File: config.mk
export PLATFORM = sky130hd
export DESIGN_NAME = rob_commit
export DESIGN_NICKNAME = d
export VERILOG_FILES = /design/src/rtl/rob_commit_pkg.sv /design/src/rtl/rob_commit_select.sv /design/src/rtl/rob_commit.sv
export SDC_FILE = /design/constraint.sdc
export NUM_CORES = 1
export LEC_CHECK = 0
export CORE_AREA = 2 2 263 265
export CTS_CLUSTER_DIAMETER = 40
export DETAILED_ROUTE_END_ITERATION = 12
export DIE_AREA = 0 0 265 267
export PLACE_DENSITY = 0.42
export SYNTH_ARGS = -nofsm -noshare
export SYNTH_HDL_FRONTEND = slang
export SYNTH_HIERARCHICAL = 1
export SYNTH_SLANG_ARGS = --single-unit
File: constraint.sdc
create_clock -name clock -period 1.9 [get_ports clock]
set_input_delay 0.19 -clock clock [delete_from_list [all_inputs] [get_ports clock]]
set_output_delay 0.19 -clock clock [all_outputs]
set_load 0.005 [all_outputs]
File: src/rtl/rob_commit_pkg.sv
// Shared pipeline types (package pipTypes): ROB entry layout and the commit FSM state.
package pipTypes;

  typedef enum logic {
    RUN    = 1'b0,
    HALTED = 1'b1
  } commit_state_t;

  typedef struct packed {
    logic        dest_reg_valid;
    logic [4:0]  dest_reg;
    logic [31:0] result_lo;
    logic        is_store;
    logic        is_halt;
    logic [31:0] st_addr;
    logic [31:0] st_data;
    logic [3:0]  st_be;
  } rob_entry_t;

endpackage

File: src/rtl/rob_commit_select.sv
// Combinational retirement prefix: how many head entries retire this cycle and
// which lanes keep their register write after same-cycle WAW resolution.
module rob_commit_select
  import pipTypes::*;
#(
  parameter int DEPTHLOG2    = 4,
  parameter int EXT_COUNT    = 4,
  parameter int EXTCOUNTLOG2 = 2
) (
  input  logic [EXT_COUNT-1:0] is_store,
  input  logic [EXT_COUNT-1:0] is_halt,
  input  logic [EXT_COUNT-1:0] dest_valid,
  input  logic [4:0]           dest_reg [EXT_COUNT],
  input  logic [EXT_COUNT-1:0] slot_valid,
  input  logic [DEPTHLOG2:0]   used_count,
  input  logic                 run,
  input  logic                 st_ready,
  output logic [EXTCOUNTLOG2:0] n,
  output logic [EXT_COUNT-1:0] we_mask,
  output logic                 group_halt,
  output logic                 st_valid
);

  logic [EXT_COUNT-1:0] eligible;
  logic [EXT_COUNT-1:0] writes;
  logic                 stop;

  always_comb begin
    eligible = '0;
    for (int i = 0; i < EXT_COUNT; i++) begin
      eligible[i] = run && slot_valid[i] && ((DEPTHLOG2+1)'(i) < used_count);
    end
  end

  assign st_valid = eligible[0] && is_store[0];

  // Stores only retire from lane 0 and always alone; a halt closes the group.
  always_comb begin
    n          = '0;
    group_halt = 1'b0;
    stop       = 1'b0;
    for (int i = 0; i < EXT_COUNT; i++) begin
      if (!stop) begin
        if (!eligible[i]) begin
          stop = 1'b1;
        end else if (is_store[i]) begin
          if (i == 0 && st_ready) begin
            n          = (EXTCOUNTLOG2+1)'(1);
            group_halt = is_halt[i];
          end
          stop = 1'b1;
        end else begin
          n = (EXTCOUNTLOG2+1)'(i + 1);
          if (is_halt[i]) begin
            group_halt = 1'b1;
            stop       = 1'b1;
          end
        end
      end
    end
  end

  always_comb begin
    writes = '0;
    for (int i = 0; i < EXT_COUNT; i++) begin
      writes[i] = ((EXTCOUNTLOG2+1)'(i) < n) && dest_valid[i] && (dest_reg[i] != 5'd0);
    end
    we_mask = writes;
    for (int i = 0; i < EXT_COUNT; i++) begin
      for (int j = i + 1; j < EXT_COUNT; j++) begin
        if (writes[j] && dest_reg[j] == dest_reg[i]) we_mask[i] = 1'b0;
      end
    end
  end

endmodule

File: src/rtl/rob_commit.sv
// In-order ROB retirement stage: consume handshake, registered RF writes, store
// hand-off and halt FSM. Define COMMIT_STATS_EN to add 64-bit retirement counters.
module rob_commit
  import pipTypes::*;
#(
  parameter int DEPTH        = 16,
  parameter int EXT_COUNT    = 4,
  parameter int DEPTHLOG2    = $clog2(DEPTH),
  parameter int EXTCOUNTLOG2 = $clog2(EXT_COUNT)
) (
  input  logic                    clock,
  input  logic                    reset_n,
  input  rob_entry_t              slot_data [EXT_COUNT],
  input  logic [EXT_COUNT-1:0]    slot_valid,
  input  logic [DEPTHLOG2:0]      used_count,
  output logic                    consume,
  output logic [EXTCOUNTLOG2-1:0] consume_count,
  output logic [EXT_COUNT-1:0]    rf_we,
  output logic [4:0]              rf_waddr [EXT_COUNT],
  output logic [31:0]             rf_wdata [EXT_COUNT],
  output logic                    st_valid,
  input  logic                    st_ready,
  output logic [31:0]             st_addr,
  output logic [31:0]             st_data,
  output logic [3:0]              st_be,
  output logic                    halted,
`ifdef COMMIT_STATS_EN
  output logic [63:0]             stat_retired,
  output logic [63:0]             stat_stores,
  output logic [63:0]             stat_stall_cycles,
`endif
  input  logic                    resume
);

  // Handshake: consume/consume_count and st_valid/st_ready are evaluated from
  // this cycle's inputs and take effect at the next rising edge; a store moves
  // only when st_valid and st_ready are both high.
  commit_state_t state;

  logic [EXT_COUNT-1:0]  is_store;
  logic [EXT_COUNT-1:0]  is_halt;
  logic [EXT_COUNT-1:0]  dest_valid;
  logic [4:0]            dest_reg [EXT_COUNT];
  logic [EXTCOUNTLOG2:0] n;
  logic [EXT_COUNT-1:0]  we_mask;
  logic                  group_halt;

  always_comb begin
    for (int i = 0; i < EXT_COUNT; i++) begin
      is_store[i]   = slot_data[i].is_store;
      is_halt[i]    = slot_data[i].is_halt;
      dest_valid[i] = slot_data[i].dest_reg_valid;
      dest_reg[i]   = slot_data[i].dest_reg;
    end
  end

  rob_commit_select #(
    .DEPTHLOG2   (DEPTHLOG2),
    .EXT_COUNT   (EXT_COUNT),
    .EXTCOUNTLOG2(EXTCOUNTLOG2)
  ) u_select (
    .is_store  (is_store),
    .is_halt   (is_halt),
    .dest_valid(dest_valid),
    .dest_reg  (dest_reg),
    .slot_valid(slot_valid),
    .used_count(used_count),
    .run       (state == RUN),
    .st_ready  (st_ready),
    .n         (n),
    .we_mask   (we_mask),
    .group_halt(group_halt),
    .st_valid  (st_valid)
  );

  assign consume       = (n != '0);
  assign consume_count = consume ? EXTCOUNTLOG2'(n - (EXTCOUNTLOG2+1)'(1)) : '0;
  assign st_addr       = slot_data[0].st_addr;
  assign st_data       = slot_data[0].st_data;
  assign st_be         = slot_data[0].st_be;

  always_ff @(posedge clock or negedge reset_n) begin
    if (!reset_n) begin
      state  <= RUN;
      halted <= 1'b0;
    end else begin
      case (state)
        RUN: if (group_halt) begin
          state  <= HALTED;
          halted <= 1'b1;
        end
        HALTED: if (resume) begin
          state  <= RUN;
          halted <= 1'b0;
        end
        default: begin
          state  <= RUN;
          halted <= 1'b0;
        end
      endcase
    end
  end

  always_ff @(posedge clock or negedge reset_n) begin
    if (!reset_n) begin
      rf_we <= '0;
      for (int i = 0; i < EXT_COUNT; i++) begin
        rf_waddr[i] <= 5'd0;
        rf_wdata[i] <= 32'd0;
      end
    end else begin
      rf_we <= we_mask;
      for (int i = 0; i < EXT_COUNT; i++) begin
        rf_waddr[i] <= slot_data[i].dest_reg;
        rf_wdata[i] <= slot_data[i].result_lo;
      end
    end
  end

`ifdef COMMIT_STATS_EN
  always_ff @(posedge clock or negedge reset_n) begin
    if (!reset_n) begin
      stat_retired      <= 64'd0;
      stat_stores       <= 64'd0;
      stat_stall_cycles <= 64'd0;
    end else begin
      stat_retired <= stat_retired + 64'(n);
      if (st_valid && st_ready) stat_stores <= stat_stores + 64'd1;
      if (used_count != '0 && n == '0) stat_stall_cycles <= stat_stall_cycles + 64'd1;
    end
  end
`endif

endmodule
# --- Word level (Yosys, flattened, before mapping) ---
# Index checks and enable logic that the tools add are counted.
word_totals:
  register_bits: 154
  word_cells: 109
  inputBits: 445
op_classes:
  muxes: 51
  reduce_logical: 29
  n_eq_ne: 8
  addsub: 1
  n_lt_le_gt_ge: 8
  n_bitwise: 1
ops:
  columns: ["cell", "count"]
  rows:
  - ["1-bit 2-to-1 mux", 38]
  - ["5-bit equality test", 6]
  - ["3-bit 2-to-1 mux", 10]
  - ["1-bit logical AND", 23]
  - ["5-bit nonzero test", 4]
  - ["1-bit by 5-bit < comparator with 1-bit output, first input constant", 2]
  - ["2-bit by 5-bit < comparator with 1-bit output, first input constant", 2]
  - ["1-bit by 3-bit < comparator with 1-bit output, first input constant", 2]
  - ["2-bit by 3-bit < comparator with 1-bit output, first input constant", 2]
  - ["2-bit inequality test, second input constant", 2]
  - ["1-bit one-hot mux with 2 select lines", 2]
  - ["3-bit nonzero test", 1]
  - ["2-bit 2-to-1 mux", 1]
  - ["2-bit AND reduction", 1]
  - ["2-bit by 1-bit subtractor with 2-bit output, second input constant", 1]
  - ["1-bit inverter", 1]

# --- Logic depth before layout (Yosys ltp) ---
# Gate-level depths: netlist of the first run.
logic_depth:
  word_depth: 20
  ltp_mapped: 8
  mapped_depth_nobuf: 8

# --- Hierarchy ---
# The synthesis of the first run kept the hierarchy.
by_module_without_submodules:
  columns: ["module", "cells_per_inst", "instances", "area_each_um2"]
  rows:
  - ["rob_commit", 234, 1, 4419.2]
  - ["rob_commit_select", 83, 1, 619.3]

# --- Worst setup path after synthesis of the first run ---
# OpenSTA, ideal clock, no wires.
synth_timing:
  kind: "reg2out"
  start: "reg state"
  end: "out consume"
  slack_ns: -0.074
  t_required_ns: 1.710
  stages_incl_launch_ff: 7
  n_path_buf: 0
  arrival_ns: 1.784
  cell_sequence: "dfrtp_1 -> inv_1 -> nand2_1 -> or4_4 -> nor4_4 -> nor2_1 -> or3_1"
synth_rtl:
  columns: ["item", "line_no", "source"]
  rows:
  - ["start: declaration", "rob_commit.sv:38", "commit_state_t state;"]
  - ["start signal: assignment", "rob_commit.sv:84", "state <= RUN;"]
  - ["start signal: assignment", "rob_commit.sv:89", "state <= HALTED;"]
  - ["start signal: assignment", "rob_commit.sv:93", "state <= RUN;"]
  - ["1-bit inverter (*)", null, null]
  - ["1-bit logical AND (2 in a row)", "rob_commit_select.sv:31", "eligible[i] = run && slot_valid[i] && ((DEPTHLOG2+1)'(i) < used_count);"]
  - ["3-bit 2-to-1 mux / 1-bit 2-to-1 mux (equally long branches)", "rob_commit_select.sv:44", "if (!eligible[i]) begin"]
  - ["3-bit 2-to-1 mux", "rob_commit_select.sv:43", "if (!stop) begin"]
  - ["3-bit 2-to-1 mux", "rob_commit_select.sv:46", "end else if (is_store[i]) begin"]
  - ["3-bit 2-to-1 mux", "rob_commit_select.sv:44", null]
  - ["3-bit 2-to-1 mux", "rob_commit_select.sv:43", null]
  - ["3-bit 2-to-1 mux", "rob_commit_select.sv:46", null]
  - ["3-bit 2-to-1 mux", "rob_commit_select.sv:44", null]
  - ["3-bit 2-to-1 mux (*)", "rob_commit_select.sv:43", null]
  - ["net n[2]", "rob_commit.sv:44", "logic [EXTCOUNTLOG2:0] n;"]
  - ["3-bit nonzero test (*)", "rob_commit.sv:76", "assign consume = (n != '0);"]
  - ["end: declaration", "rob_commit.sv:16", "output logic consume,"]
# The timed path passes the listed nets; every way through them passes the cells marked *.

# --- Final worst setup path of the first run ---
layout_timing:
  start: "reg state"
  end: "out consume_count[1]"
layout_rtl:
  columns: ["item", "line_no", "source"]
  rows:
  - ["1-bit inverter (*)", null, null]
  - ["1-bit logical AND (2 in a row)", "rob_commit_select.sv:31", null]
  - ["3-bit 2-to-1 mux / 1-bit 2-to-1 mux (equally long branches)", "rob_commit_select.sv:44", null]
  - ["3-bit 2-to-1 mux", "rob_commit_select.sv:43", null]
  - ["3-bit 2-to-1 mux", "rob_commit_select.sv:46", null]
  - ["3-bit 2-to-1 mux", "rob_commit_select.sv:44", null]
  - ["3-bit 2-to-1 mux", "rob_commit_select.sv:43", null]
  - ["3-bit 2-to-1 mux", "rob_commit_select.sv:46", null]
  - ["3-bit 2-to-1 mux", "rob_commit_select.sv:44", null]
  - ["3-bit 2-to-1 mux (*)", "rob_commit_select.sv:43", null]
  - ["net n[2]", "rob_commit.sv:44", null]
  - ["3-bit nonzero test (*)", "rob_commit.sv:76", null]
  - ["2-bit 2-to-1 mux (*)", "rob_commit.sv:77", "assign consume_count = consume ? EXTCOUNTLOG2'(n - (EXTCOUNTLOG2+1)'(1)) : '0;"]
  - ["end: declaration", "rob_commit.sv:17", "output logic [EXTCOUNTLOG2-1:0] consume_count,"]
# Marks and branches as above.

==> results.ini, run 1 <==
[die]
start_util_pct=7.411
io_pins=670
die_height_um=267
core_area_um2=67990
fp.dieW_um=265
rows=96
dieArea_um2=70760

[sta]
drv_slew=0
tightest_slew_ps=539.5
fin_crit_sh_pct=137.4
tns_ps=-2465
finalSetupViolCount=6
worst_clock_skew_ps=1.900
slew_headroom_pct=63.75
timing.final.ws_setup_ps=-710.3
max_freq_mhz=383.1
finalHoldViolCount=0
grt_setup_unrepaired=yes
fin_crit_ps=2610

[route]
drtIter0Drc=167
num_vias=3896
ant_nets=0
viasPerCell=2.507
dr.pass1.iters=4
drc=0
post_drt_wl_per_cell_um=17.06
wirelength_um=26510

[power]
p_leak_nw=3.911
powerDensity_nw_per_um2=829.4
power_w=0.008389
vdd_ir_drop_max_v=0.0004074

[synth]
synth_area_um2=5039
syn-num-nets=762
ys_warn_count=6
avgSynthCellArea_um2=15.89
netlist_instances=317
synth_top_area_share_pct=76.48
synth_top_area_cell=dfrtp_1
ys_types=30
yosys-top-cells-area=dfrtp_1 (76%), buf_4 (10%), xor2_1 (3.0%)
ys_seq_elements=154
yosysSeqAreaShare_pct=76.48

[global_route]
grt_pass1_wl_um=35250
antenna_found_initial=12
grt_max_degree=50
grt_pass1_vias=4305
grt_usage_pct=7.564
overflow=0

[critical_path]
critPathLaunch=state$_DFF_PN0_
startpoint_type=flip-flop
critPathArrivalTime_ps=2420
reg2reg_to=state$_DFF_PN0_
end_kind=output pin
crit_slowest_cell=or4_4
path_common_cell=buf_6
cp_slowest_stage_delay_ps=440
reg2regPathDepth=11
r2r-start=state$_DFF_PN0_
required_ps=1710
crit_type=reg2out
r2r_slack_ps=-210
path_max_fanout=3
endpoint=consume_count[1]
crit_chain=inv_2 -> buf_6 -> nand2_4 -> or4_4 -> nor4_4 -> buf_4 -> buf_6 -> nand2b_4 -> o21ai_1 -> buf_2

[job]
cap_violations=0

[finish]
nNetsFinal=1101
syn_to_final_growth_pct=100.7
layout-drive-gt1-share_pct=17.49
final_area_um2=10110
n_fill_cell=7530

[clock_tree]
clk_transition_reported_paths_ps=80
insertion_delay_ps=480
cts_made_buffers=17
htree_levels=4
tritoncts=done
cts.sinks=154
cts-root-buf=clkbuf_16
clockBufferDepth=2

[outcome]
outcome=finished with violations
violations=negative setup slack

[placed_design]
dpl-instance-area_um2=9351
port_buffers=329
gp_congestion=0.7728
dp_hpwl_um=21960

[min_path]
holdCritPathClass=in2reg

[Yosys cell counts (all sizes together)]
cell,n
nor3,9
o2111ai,2
o21ai,1
nand3,5
a41oi,1
nand2b,2
o22ai,1
a311oi,1
buf,68
nor3b,4
nor4,5
nor2,12
inv,2
xor2,17
or3,1
nand3b,1
and3,1
a211oi,1
and2b,1
a22o,1
a21oi,3
a221o,1
xnor2,13
or4,4
nand2,5
a2111oi,1
dfrtp,154
[state kept, by name (all words and copies together), names as in the netlist]
name	count
rf_we	4
rf_wdata	128
rf_waddr	20
halted	1
state	1
[report_power, final]
group          switching (W)  leakage (nW)  internal (W)  total, W
clock                0.00168         0.265       0.00184   0.00351
sequential         0.0000650          1.80       0.00346   0.00352
combinational       0.000494          1.84      0.000857   0.00135
total                0.00224          3.91       0.00615   0.00839
[worst min-delay path by stage]
stage / from / endpoint / slack [ps] / cells past startpoint
finish: slot_data[96] / rf_wdata[26]$_DFF_PN0_ / 150 / 1
detailed placement: reset_n / rf_wdata[70]$_DFF_PN0_ / 170 / 1
global placement: reset_n / rf_wdata[70]$_DFF_PN0_ / 160 / 1
global route: slot_data[96] / rf_wdata[26]$_DFF_PN0_ / 100 / 1
CTS: slot_data[412] / rf_wdata[114]$_DFF_PN0_ / 90 / 1
floorplan: reset_n / halted$_DFFE_PN0P_ / -110 / 0
[per-layer routing]
layer	wire length [um]	part of all wire (%)	global-route usage, %
met1	9823	37	7.765
met2	12020	45	12.02
met3	3709	14	4.761
met4	891	3.4	3.726
met5	69	0.26	0
[stage by stage]
step | hold WS (ps) | util, % | std cells | worst slack [ps]
floorplan | -105.6 | - | 317 | -73.95
global placement | 163.4 | 13.76 | 1510 | -860.1
detailed placement | 170.4 | 13.76 | 1510 | -876.1
CTS | 91.46 | 14.82 | 1550 | -863.0
global route | 101.4 | 14.87 | 1551 | -851.5
finish | 148.6 | 14.88 | 1554 | -710.3
[worst max-delay path: cells and delay by family (launching register included)]
family                 cells  cell delay (ps)
DFF                        1              400
AOI/OAI and AO/OA          1              120
and+or+nand+nor            4              830
buffers and inverters      5              580
[final cells by class]
class / instances / area, um^2 / area share [%]
Tap cell: 882 / 1104 / 10.91
Clock inverter: 13 / 131.4 / 1.299
Clock buffer: 19 / 432.9 / 4.280
Sequential cell: 154 / 3854 / 38.10
Antenna cell: 3 / 7.507 / 0.07422
Multi-Input combinational cell: 93 / 764.5 / 7.558
Inverter: 2 / 7.507 / 0.07422
Timing Repair Buffer: 388 / 3814 / 37.70
[cells by family (layout without fill, tap and decap cells)]
logic type      Yosys count  count (layout)  share of synthesized area, %
xor+xnor                 30              30                         5.215
buf+inv                  70             422                         10.28
flops                   154             154                         76.48
simple gates             50              50                         5.985
other cells               0               3                             0
compound gates           13              13                         2.036
[repair_timing]
action / CTS / global route
buffers inserted: 7 / 3
gates resized for setup: 41 / 6
hold buffers: 1 / 0
hold endpoints to repair: 37 / 0
endpoints found under the setup margin: 7 / 10
pin swaps: 13 / 13
[cell usage in the layout, fill, tap and decap left out, types with 2 or more instances in the layout]
cell type / count
nor2_1: 10
nor4_4: 2
nand2b_4: 2
nor3_1: 9
diode_2: 3
dfrtp_1: 154
clkbuf_16: 17
inv_6: 4
xor2_1: 17
a21oi_1: 2
or4_4: 3
buf_4: 44
o2111ai_1: 2
clkinvlp_4: 4
buf_2: 3
clkdlybuf4s50_1: 324
buf_12: 4
nor4_2: 2
nor3b_1: 2
clkbuf_1: 2
xnor2_1: 13
nand3_1: 5
buf_6: 12
nand2_1: 3
inv_8: 2
nor2_2: 2
(Power assumes the default switching activity.)
==> run 2, diff against run 1 <==
- TNS_END_PERCENT: unset -> 30
==> run 2 against run 1 <==
The run still ends with negative setup slack left. Die area unchanged. Critical path depth decreased by 3. Combinational power about the same. Maximum frequency up 1.1%. Register-to-register slack better by 60 ps. Final cell count decreased by 0.64%. Sequential share of layout area increased by 0.37 points. Non-clock buffer count shrank 9. Setup slack better by 29 ps. Critical path type unchanged. Largest power group is now the clock network.
==> results.ini, run 2 (synthesis gave the netlist of run 1 again) <==
[outcome]
outcome=finished with violations
violations=negative setup slack

[route]
drtIter0Drc=177  ; +6.0%
num_vias=3841  ; -1.4%
wirelength_um=26850  ; +1.3%
drc=0  ; unchanged
viasPerCell=2.488  ; -0.77%
post_drt_wl_per_cell_um=17.39  ; +1.9%
dr.pass1.iters=3  ; -1
ant_nets=0  ; unchanged

[clock_tree]
insertion_delay_ps=470  ; about the same
clockBufferDepth=2  ; unchanged
cts.sinks=154  ; unchanged
tritoncts=done
cts_made_buffers=17  ; unchanged
htree_levels=4  ; unchanged
cts-root-buf=clkbuf_16
clk_transition_reported_paths_ps=80  ; about the same

[critical_path]
end_kind=output pin
required_ps=1710  ; about the same
reg2regPathDepth=9  ; -2
r2r-start=state$_DFF_PN0_
endpoint=consume
critPathArrivalTime_ps=2390  ; -30 ps
crit_type=reg2out
critPathLaunch=state$_DFF_PN0_
reg2reg_to=halted$_DFFE_PN0P_
r2r_slack_ps=-150  ; +60 ps
path_max_fanout=4  ; +1
startpoint_type=flip-flop

[finish]
nNetsFinal=1092  ; -0.82%
biggestRegsByFlops=rf_wdata x128, rf_waddr x20, rf_we x4
regMostFlops=rf_wdata
final_cell_mix=clkdlybuf4s50_1 (325), dfrtp_1 (154), buf_4 (43), clkbuf_16 (17), xor2_1 (17)
largest_register_ffs=128  ; unchanged
layout-drive-gt1-share_pct=15.91  ; -1.6 points
syn_to_final_growth_pct=98.81
layout_commonest_cell=clkdlybuf4s50_1
fin_util_pct=14.73  ; -0.14 points

[power]
p_clk_share_pct=42.5  ; +0.6 points
vdd_ir_drop_max_v=0.0005237  ; +29%
p_switching_w=0.002349  ; +4.9%
power_switching_share_pct=27.87  ; +1.2 points
p_seq_share_pct=41.8  ; -0.2 points
power.internal_w=0.006079  ; -1.2%
p_leak_nw=3.863  ; -1.2%
powerDensity_nw_per_um2=841.4  ; +1.4%
combinationalPowerShare_pct=15.6  ; -0.5 points

[global_route]
grt_usage_pct=7.628  ; +0.064 points
overflow=0  ; unchanged
antenna_found_initial=7  ; -5
grt_pass1_vias=4257  ; -1.1%
grt_max_degree=55  ; +10%
grt_pass1_wl_um=35680  ; +1.2%

[min_path]
min_path_cells=1  ; unchanged
holdCritPathClass=in2reg

[sta]
slew_headroom_pct=59.88  ; -3.9 points
timing.final.ws_setup_ps=-681.5  ; +28.84 ps
finalSetupViolCount=8  ; +2
grt_setup_unrepaired=yes
max_freq_mhz=387.4  ; +1.1%
tns_ps=-2550  ; -85.24 ps
fin_crit_ps=2581  ; -28.84 ps
worst_clock_skew_ps=7.159  ; +5.259 ps
tightest_slew_ps=600.6  ; +61.03 ps
finalHoldViolCount=0  ; unchanged
fin_crit_sh_pct=135.9  ; -1.5 points
drv_slew=0  ; unchanged
whs_ps=146.8  ; -1.832 ps

[placed_design]
port_buffers=329  ; unchanged
gp_congestion=0.7302  ; -5.5%
dp_hpwl_um=21940  ; about the same
pre_cts_slack_ps=-936.2  ; -60.18 ps

[die]
io_pins=670  ; unchanged
die_height_um=267  ; unchanged
dieArea_um2=70760  ; unchanged
fp.dieW_um=265  ; unchanged
rows=96  ; unchanged
start_util_pct=7.411  ; unchanged
core_area_um2=67990  ; unchanged

[job]
cap_violations=0  ; unchanged

## run 2: changes by cell type in the layout (fill, tap and decap cells not counted), moves of 2 or more
cell | before | now
buf_6 | 12 | 4
clkinv_8 | 0 | 3
inv_8 | 2 | 5
buf_2 | 3 | 1
clkbuf_1 | 2 | 0
## run 2: metrics by stage
| step | std cells | total power (W) | area [um^2] |
|---|---|---|---|
| finish | 1544 | 0.008428 | 10020 |
| CTS | 1540 | 0.008717 | 9981 |
| detailed placement | 1506 | 0.004897 | 9321 |
| global route | 1542 | 0.008908 | 10010 |
| floorplan | 317 | 0.003870 | 5039 |
| global placement | 1506 | 0.004892 | 9321 |
## run 2: final cells by class
| type | instances | area, um^2 |
|---|---|---|
| clock inverter | 14 | 153.9 |
| fill | 7534 | 57970 |
| antenna | 2 | 5.005 |
| sequential | 154 | 3854 |
| tap | 882 | 1104 |
| multi-input combinational | 93 | 733.2 |
| clock buffer | 18 | 439.2 |
| timing repair buffer | 379 | 3721 |
| inverter | 2 | 7.507 |
## run 2: how the worst min path moves through the flow
stage,startpoint,end,slack (ps)
2_1_floorplan,reset_n,halted$_DFFE_PN0P_,-110
3_3_place_gp,reset_n,rf_waddr[16]$_DFF_PN0_,140
3_5_place_dp,reset_n,rf_waddr[16]$_DFF_PN0_,150
4_1_cts,slot_data[419],rf_wdata[121]$_DFF_PN0_,90
5_1_grt,slot_data[96],rf_wdata[26]$_DFF_PN0_,110
6_report,slot_data[97],rf_wdata[27]$_DFF_PN0_,150
## run 2: power groups by stage
stage                     Sequential (W)  Clock [W]  Combinational [W]
final                            0.00353    0.00359            0.00132
after global routing             0.00355    0.00394            0.00142
after CTS                        0.00353    0.00386            0.00133
after detailed placement         0.00360          0            0.00130
after global placement           0.00359          0            0.00130
after floorplan                  0.00361          0           0.000263
## run 2: repair_timing
| action | CTS | global route |
|---|---|---|
| setup endpoints to repair | 7 | 9 |
| resized for setup | 23 | 7 |
| gates cloned | 0 | 0 |
| hold endpoints to repair | 32 | 0 |
| hold buffers | 1 | 0 |
| setup buffers | 1 | 2 |
| pin swaps | 6 | 10 |
## run 2: worst max-delay path, stage by stage, from the launching register on
cell and delay (ps):
dfrtp_1 390, inv_2 70, nand2_2 70, or4_4 510
nor4_4 310, nor2_2 100, or3_4 340, buf_6 130
## run 2: metal layers
layer	up-vias	share of wire [%]	global-route usage, %
li1	1639	-	-
met1	1782	41	8.549
met2	318	44	11.96
met3	96	9.6	3.257
met4	6	4.7	4.734
met5	-	0.13	0
